`src/rtl/color_freq_gen.sv`:
```
// Emulated colour-sensor frequency output: a select-driven square wave generator
// with per-channel programmable half-periods, settle blanking and output enable.
module color_freq_gen #(
  parameter int unsigned SETTLE_CYC = 1000,
  parameter logic [23:0] RST_HALF_R = 24'd5000,
  parameter logic [23:0] RST_HALF_B = 24'd8000,
  parameter logic [23:0] RST_HALF_G = 24'd6500,
  parameter logic [23:0] RST_HALF_C = 24'd2500
) (
  input  logic        clk,
  input  logic        rst,
  input  logic        select0,
  input  logic        select1,
  input  logic        select2,
  input  logic        select3,
  input  logic        EO,
  input  logic        cfg_valid,
  input  logic [1:0]  cfg_chan,
  input  logic [23:0] cfg_half,
  output logic        cfg_ready,
  output logic        freqIn,
  output logic [1:0]  active_chan,
  output logic [15:0] edge_cnt
);

  localparam int unsigned SETTLE_LAST = (SETTLE_CYC > 0) ? SETTLE_CYC - 1 : 0;
  localparam int unsigned SCW         = (SETTLE_LAST > 0) ? $clog2(SETTLE_LAST + 1) : 1;

  typedef enum logic [1:0] {
    ST_OFF    = 2'd0,
    ST_SETTLE = 2'd1,
    ST_RUN    = 2'd2
  } state_t;

  // Selects packed as {scale, channel}: scale = {select0, select1}, channel = {select2, select3}
  logic [3:0] sel_raw;
  logic [3:0] sync1_q;
  logic [3:0] sync2_q;
  logic [3:0] sel_prev_q;
  logic [1:0] sel_scale;
  logic [1:0] sel_chan;
  logic       power_down;
  logic       sel_changed;

  assign sel_raw     = {select0, select1, select2, select3};
  assign sel_scale   = sync2_q[3:2];
  assign sel_chan    = sync2_q[1:0];
  assign power_down  = (sel_scale == 2'b00);
  assign sel_changed = (sync2_q != sel_prev_q);

  always_ff @(posedge clk or posedge rst) begin
    if (rst) begin
      sync1_q    <= '0;
      sync2_q    <= '0;
      sel_prev_q <= '0;
    end else begin
      sync1_q    <= sel_raw;
      sync2_q    <= sync1_q;
      sel_prev_q <= sync2_q;
    end
  end

  logic        cfg_ready_q;
  logic        cfg_wr;
  logic [23:0] cfg_half_clamp;

  assign cfg_wr         = cfg_valid & cfg_ready_q;
  assign cfg_half_clamp = (cfg_half == 24'd0) ? 24'd1 : cfg_half;

  always_ff @(posedge clk or posedge rst) begin
    if (rst) cfg_ready_q <= 1'b0;
    else     cfg_ready_q <= 1'b1;
  end

  function automatic logic [23:0] rst_half(input int unsigned idx);
    case (idx)
      0:       rst_half = RST_HALF_R;
      1:       rst_half = RST_HALF_B;
      2:       rst_half = RST_HALF_C;
      default: rst_half = RST_HALF_G;
    endcase
  endfunction

  logic [23:0] half_rd [4];

  for (genvar gi = 0; gi < 4; gi++) begin : g_half
    logic [23:0] half_q;
    always_ff @(posedge clk or posedge rst) begin
      if (rst) begin
        half_q <= rst_half(gi);
      end else if (cfg_wr && (cfg_chan == 2'(gi))) begin
        half_q <= cfg_half_clamp;
      end
    end
    assign half_rd[gi] = half_q;
  end

  logic [1:0]  active_chan_q, active_chan_d;
  logic [29:0] h_ext;
  logic [29:0] eff_calc;

  // 24-bit base times at most 50 stays below 2^30, so the product never truncates
  assign h_ext = {6'd0, half_rd[active_chan_q]};

  always_comb begin
    eff_calc = h_ext;
    case (sel_scale)
      2'b10:   eff_calc = h_ext * 30'd5;
      2'b01:   eff_calc = h_ext * 30'd50;
      default: eff_calc = h_ext;
    endcase
  end

  state_t          state_q, state_d;
  logic [SCW-1:0]  settle_cnt_q, settle_cnt_d;
  logic [29:0]     half_cnt_q, half_cnt_d;
  logic [29:0]     eff_q, eff_d;
  logic            wave_q, wave_d;
  logic [15:0]     edge_cnt_q, edge_cnt_d;
  logic            freq_q;

  always_comb begin
    state_d       = state_q;
    settle_cnt_d  = settle_cnt_q;
    half_cnt_d    = half_cnt_q;
    eff_d         = eff_q;
    wave_d        = wave_q;
    edge_cnt_d    = edge_cnt_q;
    active_chan_d = active_chan_q;

    if (power_down) begin
      state_d      = ST_OFF;
      settle_cnt_d = '0;
      half_cnt_d   = '0;
      wave_d       = 1'b0;
    end else begin
      case (state_q)
        ST_OFF: begin
          state_d       = ST_SETTLE;
          settle_cnt_d  = '0;
          half_cnt_d    = '0;
          wave_d        = 1'b0;
          active_chan_d = sel_chan;
        end
        ST_SETTLE: begin
          if (sel_changed) begin
            settle_cnt_d  = '0;
            active_chan_d = sel_chan;
          end else if (settle_cnt_q == SCW'(SETTLE_LAST)) begin
            state_d      = ST_RUN;
            settle_cnt_d = '0;
            half_cnt_d   = '0;
            wave_d       = 1'b0;
            eff_d        = eff_calc;
          end else begin
            settle_cnt_d = settle_cnt_q + SCW'(1);
          end
        end
        ST_RUN: begin
          if (sel_changed) begin
            state_d       = ST_SETTLE;
            settle_cnt_d  = '0;
            half_cnt_d    = '0;
            wave_d        = 1'b0;
            active_chan_d = sel_chan;
          end else if (half_cnt_q == eff_q - 30'd1) begin
            // Relatching here lets new configuration land only on a half-cycle boundary
            wave_d     = ~wave_q;
            half_cnt_d = '0;
            eff_d      = eff_calc;
            if (!wave_q) edge_cnt_d = edge_cnt_q + 16'd1;
          end else begin
            half_cnt_d = half_cnt_q + 30'd1;
          end
        end
        default: begin
          state_d      = ST_OFF;
          settle_cnt_d = '0;
          half_cnt_d   = '0;
          wave_d       = 1'b0;
        end
      endcase
    end
  end

  always_ff @(posedge clk or posedge rst) begin
    if (rst) begin
      state_q       <= ST_OFF;
      settle_cnt_q  <= '0;
      half_cnt_q    <= '0;
      eff_q         <= '0;
      wave_q        <= 1'b0;
      edge_cnt_q    <= '0;
      active_chan_q <= 2'b00;
      freq_q        <= 1'b0;
    end else begin
      state_q       <= state_d;
      settle_cnt_q  <= settle_cnt_d;
      half_cnt_q    <= half_cnt_d;
      eff_q         <= eff_d;
      wave_q        <= wave_d;
      edge_cnt_q    <= edge_cnt_d;
      active_chan_q <= active_chan_d;
      freq_q        <= wave_q & ~EO;
    end
  end

  assign cfg_ready   = cfg_ready_q;
  assign freqIn      = freq_q;
  assign active_chan = active_chan_q;
  assign edge_cnt    = edge_cnt_q;

endmodule

```
`config.mk`:
```
export PLATFORM = sky130hd
export DESIGN_NAME = color_freq_gen
export DESIGN_NICKNAME = d
export VERILOG_FILES = /design/src/rtl/color_freq_gen.sv
export SDC_FILE = /design/constraint.sdc
export NUM_CORES = 1
export LEC_CHECK = 0
export CAP_MARGIN = 20
export CORE_MARGIN = 2
export CORE_UTILIZATION = 40
export DETAILED_ROUTE_END_ITERATION = 16
export GPL_TIMING_DRIVEN = 0
export HOLD_SLACK_MARGIN = 0.02
export PLACE_DENSITY = 0.59
export SYNTH_ARGS = -nofsm -noshare
export SYNTH_HDL_FRONTEND = slang
export SYNTH_SLANG_ARGS = --single-unit
```
`constraint.sdc`:
```
create_clock -name clk -period 10.7 [get_ports clk]
set_clock_uncertainty 0.2 [all_clocks]
set_input_delay 3.21 -clock clk [delete_from_list [all_inputs] [get_ports clk]]
set_output_delay 3.21 -clock clk [all_outputs]
set_load 0.02 [all_outputs]
```
# == Word-level counts from Yosys, hierarchy flattened ==
# Cells that the tools add are included.
# totals
elab_cells,100
regBits,201
mem_bits_ro,0
memories,0
ram_bits,0
latch_bits,0
output_inout_bits,20
in_bits,34
# classes
n_reduce_logical,17
n_mul,2
add_sub_neg,4
div,0
eq_ne,19
shift,0
order_cmp,1
bitwise_logic,7
mux,34
# op_table
cell,count
$mux 30,9
$pmux 30 s2,3
$mux 24,3
$bmux 24 s2,1
$mux 10,4
$add 30x1->30 const B,1
$eq 30x30->1,1
$sub 30x1->30 const B,1
$mul 24x5->29 const B,1
$mul 24x3->27 const B,1
$logic_not 24->1,1
$pmux 10 s2,1
$add 16x1->16 const B,1
$add 10x1->10 const B,1
$eq 10x10->1 const B,1
$mux 2,5
$ne 3x3->1 const B,3
$reduce_and 3->1,3
$eq 2x2->1 const B,4
$ne 2x2->1 const B,4
$eq 2x1->1 const B,3
$logic_not 2->1,3
$pmux 2 s3,1
$reduce_and 6->1,1
other kinds (15),27

# == Logic depth before layout (Yosys ltp) ==
# Gate-level depths: netlist of run 1.
# logic_depth
depth_word,9
depth_mapped,18
depth_no_buf,16

# == Worst setup path after synthesis of run 1 ==
# OpenSTA, ideal clock, no wires.
# synth_timing
path_type,reg2reg
from,reg active_chan_q[1] (netlist: active_chan[1])
to,reg eff_q[25]
arrival_ns,5.397
setup_slack_ns,4.978
required_time_ns,10.375
period_less_slack_ns,5.722
path_stages_with_launch,19
setup_time_ns,0.125
n_path_buf,2
cell_sequence,dfrtp_1 clkbuf_1 buf_1 mux4_2 ha_1 ha_1 inv_1 fa_1 inv_1 ha_1 and4_1 a21boi_0 a21boi_1 o41ai_2 nor3_1 or4_1 a31oi_1 a31oi_1 mux2_4
# synth_via
elab_chain_len,9
elab_cells_between_ends,12
classes_between,mul: 2; mux: 9; bitwise: 1
# synth_lines
element,line_no,source
start: declaration,98,"logic [1:0] active_chan_q, active_chan_d;"
start signal: assignment,203,active_chan_q <= active_chan_d;
$not 2->3 (implied by the code) (*),103,"assign h_ext = {6'd0, half_rd[active_chan_q]};"
$bmux 24 s2 (*),103,
$mux 24 (implied by the code) (*) (2 in a row),103,
$mul 24x5->29 or $mul 24x3->27 (tied branches),"109, 108",
$pmux 30 s2 (*),107,case (sel_scale)
"$mux 30, on equally long branches","166, 149",
"$mux 30, on equally long branches","160, 146",
$pmux 30 s2 (*),137,case (state_q)
end signal: assignment,191,eff_q <= '0;
end signal: assignment,200,eff_q <= eff_d;
end: declaration,117,"logic [29:0] eff_q, eff_d;"
# Mark *: on every way between the ends. The rest lies on a longest branch, timed or not. The select of a mux whose other input is x is not followed.
# A chain may end at the register's enable or synchronous reset.

# == Worst setup path after layout of run 1 ==
# Same ends and word-level chain as after synthesis.

==> flow_metrics.env, run 1 <==
export IMPL_drt_iter0_markers=602
export IMPL_power_total_mw=5.65
export IMPL_cts_tree="done"
export IMPL_hold_violations=0
export IMPL_ys_types=78
export IMPL_async_flop_share_pct=100
export IMPL_start_util_pct=40.7
export IMPL_power_density_nw_per_um2=353
export IMPL_timing_final_crit_share_pct=63.3
export IMPL_fillers=3320
export IMPL_drt_first_pass_iters=7
export IMPL_fmax_ghz=0.148
export IMPL_ant_nets=0
export IMPL_syn_area_per_cell_um2=10.4
export IMPL_slew_headroom_pct=35.6
export IMPL_worst_slack_ns=3.92
export IMPL_crit_path_end_kind="flop"
export IMPL_grt_pass1_vias=10200
export IMPL_area_delta_synth_final_pct=13.0
export IMPL_place_inst=1866
export IMPL_cts_resized=0
export IMPL_synth_compound_area_share_pct=10.4
export IMPL_diodes=0
export IMPL_start_kind="flop"
export IMPL_fp_dieW_um=192
export IMPL_wl_per_cell_um=17.4
export IMPL_clk_pin_slew_ns=0.06
export IMPL_mostFrequentLayoutCells="dfrtp_1, ha_1, inv_1, nor2_1, mux2_2"
export IMPL_drive_gt1_share_pct=15.5
export IMPL_synth_edf_count=0
export IMPL_yosys_area_share_adder_pct=14.4
export IMPL_drc=0
export IMPL_slew_viol_final=0
export IMPL_crit_arrival_ns=6.96
export IMPL_status="completed"
export IMPL_vias_per_cell=5.45
export IMPL_track_usage_pct=18.3
export IMPL_holdWs_ns=0.144
export IMPL_cts_root_buf="clkbuf_16"
export IMPL_place_gp_congestion=0.908
export IMPL_ys_seq_elements=201
export IMPL_syn_inst=1356
export IMPL_regArea_um2=5060
export IMPL_holdCritPathClass="flop to flop"
export IMPL_synthMuxAreaShare_pct=15.0
export IMPL_crit_required_ns=10.89
export IMPL_p_leak_nw=7.23
export IMPL_critPathKind="flop to flop"
export IMPL_worst_slew_pin_slew_ns=0.966
export IMPL_die_area_um2=36900
export IMPL_syn_nets=1541
export IMPL_drt_total_wl_um=33100
export IMPL_syn_area_um2=14100
export IMPL_io_buffers=53
export IMPL_dp_slack_ns=3.89
export IMPL_ir_drop_mv=0.161
export IMPL_ys_warn_count=0
export IMPL_dp_hpwl_um=25100
export IMPL_ys_seq_area_share_pct=35.8
export IMPL_fin_nets=1621
export IMPL_grt_max_degree=112
export IMPL_setup_tns_final_ns=0
export IMPL_grt_pass1_wl_um=54600
export IMPL_hold_buffers=0
export IMPL_grt_overflow=0
export IMPL_placementRows=68
export IMPL_clk_path_buf_depth=3
export IMPL_cts_sinks=201
export IMPL_synth_xor_area_share_pct=7.24
export IMPL_die_height_um=192
export IMPL_max_cap_violations=0
export IMPL_htreeDepth=1
export IMPL_post_cts_setup_buffers=0
export IMPL_synth_top_family_by_area="multiplexers"
export IMPL_rsz0062_at_grt="no"
export IMPL_final_common_cell="dfrtp_1"
export IMPL_setup_viol=0
export IMPL_synth_flop_cell="dfrtp_1"
export IMPL_cts_buffers=23
export IMPL_io_pins=54
export IMPL_coreArea_um2=34700
export IMPL_multiInputGateArea_um2=8450
export IMPL_fin_crit_ns=6.78
export IMPL_final_cells=1903
export IMPL_cp_max_fo=10
export IMPL_vias=10400
export IMPL_insertion_delay_ns=0.54
export IMPL_antenna_found_initial=0
export IMPL_synth_simple_area_share_pct=12.7
## registers in the layout, indices dropped and copies added (netlist names)
register / count
active_chan: 2
cfg_ready: 1
edge_cnt: 16
eff_q: 30
freqIn: 1
g_half.half_q: 96
half_cnt_q: 30
sel_prev_q: 4
settle_cnt_q: 10
state_q: 2
sync1_q: 4
sync2_q: 4
wave_q: 1
## final cells by class
type | count | area share (%)
clock inverters | 3 | 0.290
multi-input cells | 998 | 52.9
flip-flops and latches | 201 | 31.6
well taps | 455 | 3.56
inverters | 117 | 2.80
repair buffers | 55 | 3.54
plain buffers | 40 | 1.24
clock buffers | 34 | 4.05
## power breakdown
part / leakage, nW / internal, mW / switching [mW]
Combinational: 4.38 / 1.69 / 2.19
Clock: 0.333 / 0.438 / 0.309
Sequential: 2.51 / 0.913 / 0.115
## Yosys cell counts, types with 24 or more instances
library cell  number  area, um^2
ha_1             131        1640
xnor2_1           69         604
o21ai_0           47         235
xor2_1            48         420
inv_1            116         435
nand4_1           24         150
clkbuf_1          28         105
dfrtp_1          179        4480
nand3_1           35         175
nand2_1           80         300
nor2_1            98         368
mux4_2            24         541
mux2_4            25         375
mux2_2            95        1070
a21oi_1           45         225
## critical path, stage by stage (launching register included)
cell	delay, ns
dfrtp_1	0.36
clkbuf_1	0.52
buf_1	0.79
mux4_2	0.75
ha_1	0.33
ha_1	0.28
inv_1	0.06
fa_1	0.49
inv_1	0.04
ha_1	0.32
a21oi_1	0.29
a21boi_0	0.13
a21boi_1	0.19
o41ai_2	0.57
nor3_1	0.16
or4_1	0.50
a31oi_1	0.24
a31oi_1	0.14
mux2_4	0.29
## metrics by stage
step	instance area [um^2]	utilization (%)
after CTS	16000	46.0
after detailed placement	15300	44.0
after floorplan	14100	-
after global routing	16000	46.0
after global placement	15200	43.9
final	16000	46.0
## per-layer routing
layer / part of all wire, % / global-route usage (%) / wire length (um)
met2: 46 / 29.5 / 15300
met1: 48 / 26.0 / 15800
met3: 3.0 / 1.90 / 1010
met4: 3.2 / 5.90 / 1060
met5: 0 / 0 / 0
## cell families after synthesis
family / after synthesis
AO/OA/AOI/OAI: 218
XOR/XNOR: 117
adder cells (fa/ha/maj): 151
buffers and inverters: 157
flip-flops: 201
multiplexers: 157
other: 1
AND/OR/NAND/NOR: 354
## path summary, 6_finish.rpt
path                                 from                   to  slack, ns  cells past startpoint
setup / recovery           active_chan[1]            eff_q[25]       3.92                     18
hold / removal                 sync1_q[1]           sync2_q[1]       0.14                      0
setup reg to reg           active_chan[1]            eff_q[25]       3.92                     18
hold reg to reg                sync1_q[1]           sync2_q[1]       0.14                      0
max in group asynchronous             rst       half_cnt_q[27]       6.33                      3
min in group asynchronous             rst  g_half[3].half_q[3]       2.97                      2
No activity file was read; power rests on OpenSTA's default activity.
==> inputs of run 2 (changes only) <==
--- a/config.mk
+++ b/config.mk
@@ -11,7 +11,7 @@
 export DETAILED_ROUTE_END_ITERATION = 16
 export GPL_TIMING_DRIVEN = 0
 export HOLD_SLACK_MARGIN = 0.02
-export PLACE_DENSITY = 0.59
+export PLACE_DENSITY = 0.61
 export SYNTH_ARGS = -nofsm -noshare
 export SYNTH_HDL_FRONTEND = slang
 export SYNTH_SLANG_ARGS = --single-unit
==> constraint.sdc (replaced) <==
create_clock -name clk -period 6.2 [get_ports clk]
set_clock_uncertainty 0.2 [all_clocks]
set_input_delay 1.86 -clock clk [delete_from_list [all_inputs] [get_ports clk]]
set_output_delay 1.86 -clock clk [all_outputs]
set_load 0.02 [all_outputs]
==> run 2 against run 1 <==
Against the previous run: worst setup slack lost 3.6 ns; sequential power grew 74%; final area grew 0.70%; total power grew 74%; clock power grew 77%; global-route usage grew 0.22 points; first-iteration DRC count shrank 15%; flip-flop and latch count is the same; wire length grew 0.66%; critical path depth shrank 2; clock-buffer cell count shrank 1.
==> flow_metrics.env, run 2 (same netlist as run 1, synthesis figures left out) <==
export IMPL_wl_per_cell_um=17.5
export IMPL_grt_max_degree=44
export IMPL_dp_hpwl_um=25700
export IMPL_ant_nets=0
export IMPL_clk_path_buf_depth=3
export IMPL_setup_tns_final_ns=0
export IMPL_regMostFlops="g_half.half_q"
export IMPL_status="completed"
export IMPL_drc=0
export IMPL_fin_crit_ns=5.92
export IMPL_io_buffers=53
export IMPL_grt_overflow=0
export IMPL_gr_usage_met3_pct=1.92
export IMPL_fp_dieW_um=192
export IMPL_mostFrequentLayoutCells="dfrtp_1, ha_1, inv_1, nor2_1, mux2_2"
export IMPL_cts_sinks=201
export IMPL_globalRouteMet1Util_pct=25.6
export IMPL_die_area_um2=36900
export IMPL_vias=10400
export IMPL_crit_path_end_kind="flop"
export IMPL_p_comb_share_pct=68.5
export IMPL_start_util_pct=40.7
export IMPL_holdWs_ns=0.148
export IMPL_final_common_cell="dfrtp_1"
export IMPL_hold_violations=0
export IMPL_slew_headroom_pct=46.6
export IMPL_timing_final_crit_share_pct=95.5
export IMPL_area_delta_synth_final_pct=13.8
export IMPL_drt_total_wl_um=33400
export IMPL_drt_iter0_markers=513
export IMPL_start_kind="flop"
export IMPL_power_switching_mw=4.56
export IMPL_place_gp_congestion=0.902
export IMPL_clk_pin_slew_ns=0.06
export IMPL_p_leak_nw=7.29
export IMPL_track_usage_pct=18.6
export IMPL_p_int_mw=5.28
export IMPL_placementRows=68
export IMPL_antenna_found_initial=0
export IMPL_fmax_ghz=0.169
export IMPL_diodes=0
export IMPL_power_density_nw_per_um2=612
export IMPL_htreeDepth=1
export IMPL_power_total_mw=9.84
export IMPL_ir_drop_mv=0.342
export IMPL_clkPwrFrac_pct=13.4
export IMPL_placed_cell_area_um2=15400
export IMPL_swShare_pct=46.4
export IMPL_reg2reg_from="active_chan[1]"
export IMPL_post_route_cell_area_um2=16100
export IMPL_worst_slew_pin_slew_ns=0.781
export IMPL_cp_max_fo=10
export IMPL_drt_first_pass_iters=5
export IMPL_top_regs="g_half.half_q: 96 flops, eff_q: 30 flops, half_cnt_q: 30 flops"
export IMPL_crit_arrival_ns=6.08
export IMPL_grt_pass1_wl_um=55000
export IMPL_io_pins=54
export IMPL_cts_buffers=22
export IMPL_die_height_um=192
export IMPL_grt_pass1_vias=10400
export IMPL_largest_reg_flops=96
export IMPL_rsz0062_at_grt="no"
export IMPL_post_cts_setup_buffers=0
export IMPL_crit_path_start="active_chan[1]"
export IMPL_max_cap_violations=0
export IMPL_setup_viol=0
export IMPL_seqPwrFrac_pct=18.2
export IMPL_critPathKind="flop to flop"
export IMPL_worst_slack_ns=0.279
export IMPL_fin_nets=1622
export IMPL_crit_required_ns=6.36
export IMPL_coreArea_um2=34700
export IMPL_cts_tree="done"
export IMPL_grt_busiest_layer="met2"
export IMPL_insertion_delay_ns=0.52
export IMPL_hold_buffers=0
export IMPL_slew_viol_final=0
export IMPL_holdCritPathClass="flop to flop"
export IMPL_vias_per_cell=5.46
export IMPL_drive_gt1_share_pct=16.5
export IMPL_grt_util_met2_pct=31.1
export IMPL_fillers=3291
export IMPL_cts_root_buf="clkbuf_16"
export IMPL_hp_start="sync1_q[3]"
export IMPL_dp_slack_ns=-0.519
run 2: metrics by stage:
stage	instances	util [%]
floorplan	1356	-
global placement	1864	43.9
detailed placement	1870	44.2
CTS	1909	46.3
global route	1908	46.4
finish	1908	46.4
run 2: layout make-up:
type | instances | area, um^2 | share of cell area (%)
Buffer | 38 | 199 | 1.24
Clock buffer | 33 | 663 | 4.12
Clock inverter | 7 | 62.6 | 0.389
Inverter | 117 | 443 | 2.75
Multi-Input combinational cell | 998 | 8460 | 52.6
Sequential cell | 201 | 5060 | 31.4
Tap cell | 455 | 569 | 3.54
Timing Repair Buffer | 59 | 636 | 3.95
run 2: power groups by stage:
stage | Combinational, mW | Sequential [mW] | Clock, mW
global route | 7.51 | 1.82 | 1.41
finish | 6.74 | 1.79 | 1.32
global placement | 6.54 | 1.78 | 0
CTS | 6.66 | 1.78 | 1.34
detailed placement | 6.61 | 1.80 | 0
floorplan | 5.21 | 1.73 | 0
run 2: what timing repair did:
| item | 4_1_cts | 5_1_grt |
|---|---|---|
| pin swaps | 0 | 0 |
| endpoints found under the setup margin | 11 | 3 |
| cloned | 0 | 0 |
| resized for setup | 8 | 2 |
run 2: worst max-delay path, cell delays in order (launching register included):
cell and delay, ns:
dfrtp_2 0.55, clkbuf_2 0.42, mux4_2 0.68, ha_1 0.34
ha_1 0.28, inv_1 0.05, fa_1 0.49, inv_1 0.04
ha_1 0.35, a21o_1 0.23, a221o_1 0.35, a311oi_1 0.49
o31ai_1 0.25, a221oi_1 0.33, nor2b_1 0.09, o311ai_0 0.49
mux2i_1 0.13
run 2: per-layer routing:
layer	up-vias	routed length, um
met2	197	15800
met1	5128	15600
met3	54	1110
li1	5048	-
met5	-	0
met4	0	939
run 2: path summary, 6_finish.rpt:
| kind | cells past startpoint | to | slack (ns) |
|---|---|---|---|
| min in group asynchronous | 2 | g_half[3].half_q[18] | 1.51 |
| max in group asynchronous | 4 | g_half[3].half_q[2] | 3.42 |
| max reg2reg | 16 | eff_q[28] | 0.28 |
| min | 0 | sync2_q[3] | 0.15 |
| min reg2reg | 0 | sync2_q[3] | 0.15 |
| max | 16 | eff_q[28] | 0.28 |
==> inputs of run 3 (changes only) <==
--- a/config.mk
+++ b/config.mk
@@ -10,8 +10,7 @@
 export CORE_UTILIZATION = 40
 export DETAILED_ROUTE_END_ITERATION = 16
 export GPL_TIMING_DRIVEN = 0
-export HOLD_SLACK_MARGIN = 0.02
-export PLACE_DENSITY = 0.61
+export PLACE_DENSITY = 0.59
 export SYNTH_ARGS = -nofsm -noshare
 export SYNTH_HDL_FRONTEND = slang
 export SYNTH_SLANG_ARGS = --single-unit
==> constraint.sdc (replaced) <==
create_clock -name clk -period 6.9 [get_ports clk]
set_clock_uncertainty 0.2 [all_clocks]
set_input_delay 2.07 -clock clk [delete_from_list [all_inputs] [get_ports clk]]
set_output_delay 2.07 -clock clk [all_outputs]
set_load 0.02 [all_outputs]
==> run 3 against run 2 <==
Against the previous run: fmax is 9.5% lower; critical path depth is 1 higher; clock power is 11% lower; combinational power is 11% lower; flip-flop and latch count stayed put; first-iteration DRC count is 7.2% higher; via count is 0.74% lower; utilization is 0.079 points lower; critical path type unchanged; highest routed layer unchanged.
==> flow_metrics.env, run 3 (same netlist as run 1, synthesis figures left out) <==
export IMPL_reg2reg_from="active_chan[1]"
export IMPL_crit_required_ns=7.09
export IMPL_crit_path_end_kind="flop"
export IMPL_vias=10400
export IMPL_antenna_found_initial=0
export IMPL_post_route_cell_area_um2=16100
export IMPL_holdPathStages=0
export IMPL_mostFrequentLayoutCells="dfrtp_1, ha_1, inv_1, nor2_1, mux2_2"
export IMPL_timing_final_crit_share_pct=94.8
export IMPL_p_leak_nw=7.28
export IMPL_crit_arrival_ns=6.73
export IMPL_track_usage_pct=18.1
export IMPL_slew_headroom_pct=36.5
export IMPL_hold_violations=0
export IMPL_fillers=3299
export IMPL_max_cap_violations=0
export IMPL_drt_iter0_markers=550
export IMPL_cp_max_fo=10
export IMPL_rsz0062_at_grt="no"
export IMPL_cts_buffers=23
export IMPL_reg2reg_slack_ns=0.36
export IMPL_top_regs="g_half.half_q: 96 flops, eff_q: 30 flops, half_cnt_q: 30 flops"
export IMPL_worst_slew_pin_slew_ns=0.928
export IMPL_htreeDepth=1
export IMPL_grt_max_degree=43
export IMPL_max_stage_delay_ns=0.70
export IMPL_start_kind="flop"
export IMPL_cts_tree="done"
export IMPL_clk_pin_slew_ns=0.06
export IMPL_start_util_pct=40.7
export IMPL_die_height_um=192
export IMPL_area_delta_synth_final_pct=13.6
export IMPL_coreArea_um2=34700
export IMPL_fmax_ghz=0.153
export IMPL_dp_hpwl_um=25400
export IMPL_hp_start="sync1_q[3]"
export IMPL_holdCritPathClass="flop to flop"
export IMPL_post_cts_setup_buffers=0
export IMPL_drt_first_pass_iters=5
export IMPL_slew_viol_final=0
export IMPL_drt_total_wl_um=32800
export IMPL_hold_buffers=0
export IMPL_setup_viol=0
export IMPL_placementRows=68
export IMPL_final_common_cell="dfrtp_1"
export IMPL_io_pins=54
export IMPL_cts_sinks=201
export IMPL_min_to="sync2_q[3]"
export IMPL_drive_gt1_share_pct=16.1
export IMPL_cp_slowest_cell="mux4_2"
export IMPL_regMostFlops="g_half.half_q"
export IMPL_grt_overflow=0
export IMPL_largest_reg_flops=96
export IMPL_grt_pass1_wl_um=53500
export IMPL_vias_per_cell=5.42
export IMPL_grt_pass1_vias=10200
export IMPL_io_buffers=53
export IMPL_fp_dieW_um=192
export IMPL_fin_nets=1625
export IMPL_setup_tns_final_ns=0
export IMPL_ir_drop_mv=0.297
export IMPL_place_gp_congestion=0.890
export IMPL_path_common_cell="ha_1"
export IMPL_drc=0
export IMPL_status="completed"
export IMPL_diodes=0
export IMPL_path_cells="clkbuf_1, clkbuf_2, mux4_2, ha_1, ha_1, inv_1, fa_1, inv_1, ha_1, o31ai_1, a21boi_1, o41ai_2, nor3_1, or4_1, a31oi_1, a31oi_1, mux2_4"
export IMPL_insertion_delay_ns=0.52
export IMPL_rr_endpoint="eff_q[25]"
export IMPL_die_area_um2=36900
export IMPL_critPathKind="flop to flop"
export IMPL_wl_per_cell_um=17.2
export IMPL_cts_root_buf="clkbuf_16"
export IMPL_placed_cell_area_um2=15400
export IMPL_power_density_nw_per_um2=545
export IMPL_reg2regPathDepth=17
export IMPL_ant_nets=0
export IMPL_clk_path_buf_depth=3
export IMPL_utilization_pct=46.3
export IMPL_fin_crit_ns=6.54
-- run 3: worst max-delay path: cells and delay by family (launching register included) --
| family | cells | cell delay, ns |
|---|---|---|
| AO/OA/AOI/OAI | 5 | 1.72 |
| adder cells (fa/ha/maj) | 4 | 1.36 |
| buffers and inverters | 4 | 1.08 |
| flip-flops | 1 | 0.36 |
| multiplexers | 2 | 0.99 |
| AND/OR/NAND/NOR | 2 | 0.68 |
-- run 3: final cells by class --
| cell class | instances | area, um^2 | share of cell area, % |
|---|---|---|---|
| flip-flops and latches | 201 | 5060 | 31.5 |
| clock inverters | 6 | 58.8 | 0.366 |
| repair buffers | 59 | 638 | 3.97 |
| multi-input cells | 998 | 8450 | 52.6 |
| inverters | 117 | 443 | 2.76 |
| plain buffers | 40 | 201 | 1.25 |
| well taps | 455 | 569 | 3.54 |
| clock buffers | 34 | 647 | 4.03 |
-- run 3: what timing repair did --
item | in CTS | in global routing
endpoints found under the hold margin | 0 | 0
resized for setup | 0 | 5
setup endpoints to repair | 0 | 4
-- run 3: worst max-delay path by stage --
stage,from,endpoint,slack [ns]
floorplan,active_chan[1],eff_q[25],1.18
global placement,active_chan[1],eff_q[25],0.09
detailed placement,active_chan[1],eff_q[25],0.07
CTS,active_chan[1],eff_q[25],0.01
global route,active_chan[1],eff_q[25],0.08
finish,active_chan[1],eff_q[25],0.36
-- run 3: metrics by stage --
| step | cells | worst slack [ns] | hold slack, ns | power, mW |
|---|---|---|---|---|
| after global routing | 1910 | 0.0830 | 0.158 | 9.62 |
| after floorplan | 1356 | 1.18 | 0.131 | 6.24 |
| after global placement | 1864 | 0.0852 | 0.133 | 7.48 |
| after detailed placement | 1870 | 0.0744 | 0.141 | 7.55 |
| after CTS | 1910 | 0.0140 | 0.154 | 8.78 |
| final | 1910 | 0.359 | 0.152 | 8.76 |
-- run 3: routing by layer --
layer  up-vias  global-route usage [%]  wire, um
met5         -                       0         0
li1       5052                       -         -
met4         0                    5.08       910
met3        60                    2.12      1140
met1      5010                    25.7     15700
met2       228                    29.2     15100
-- run 3: report_power, final --
group / internal (mW) / total, mW / switching (mW)
Combinational: 2.61 / 6.00 / 3.39
Clock: 0.683 / 1.17 / 0.482
Sequential: 1.42 / 1.59 / 0.177
Total: 4.71 / 8.76 / 4.05
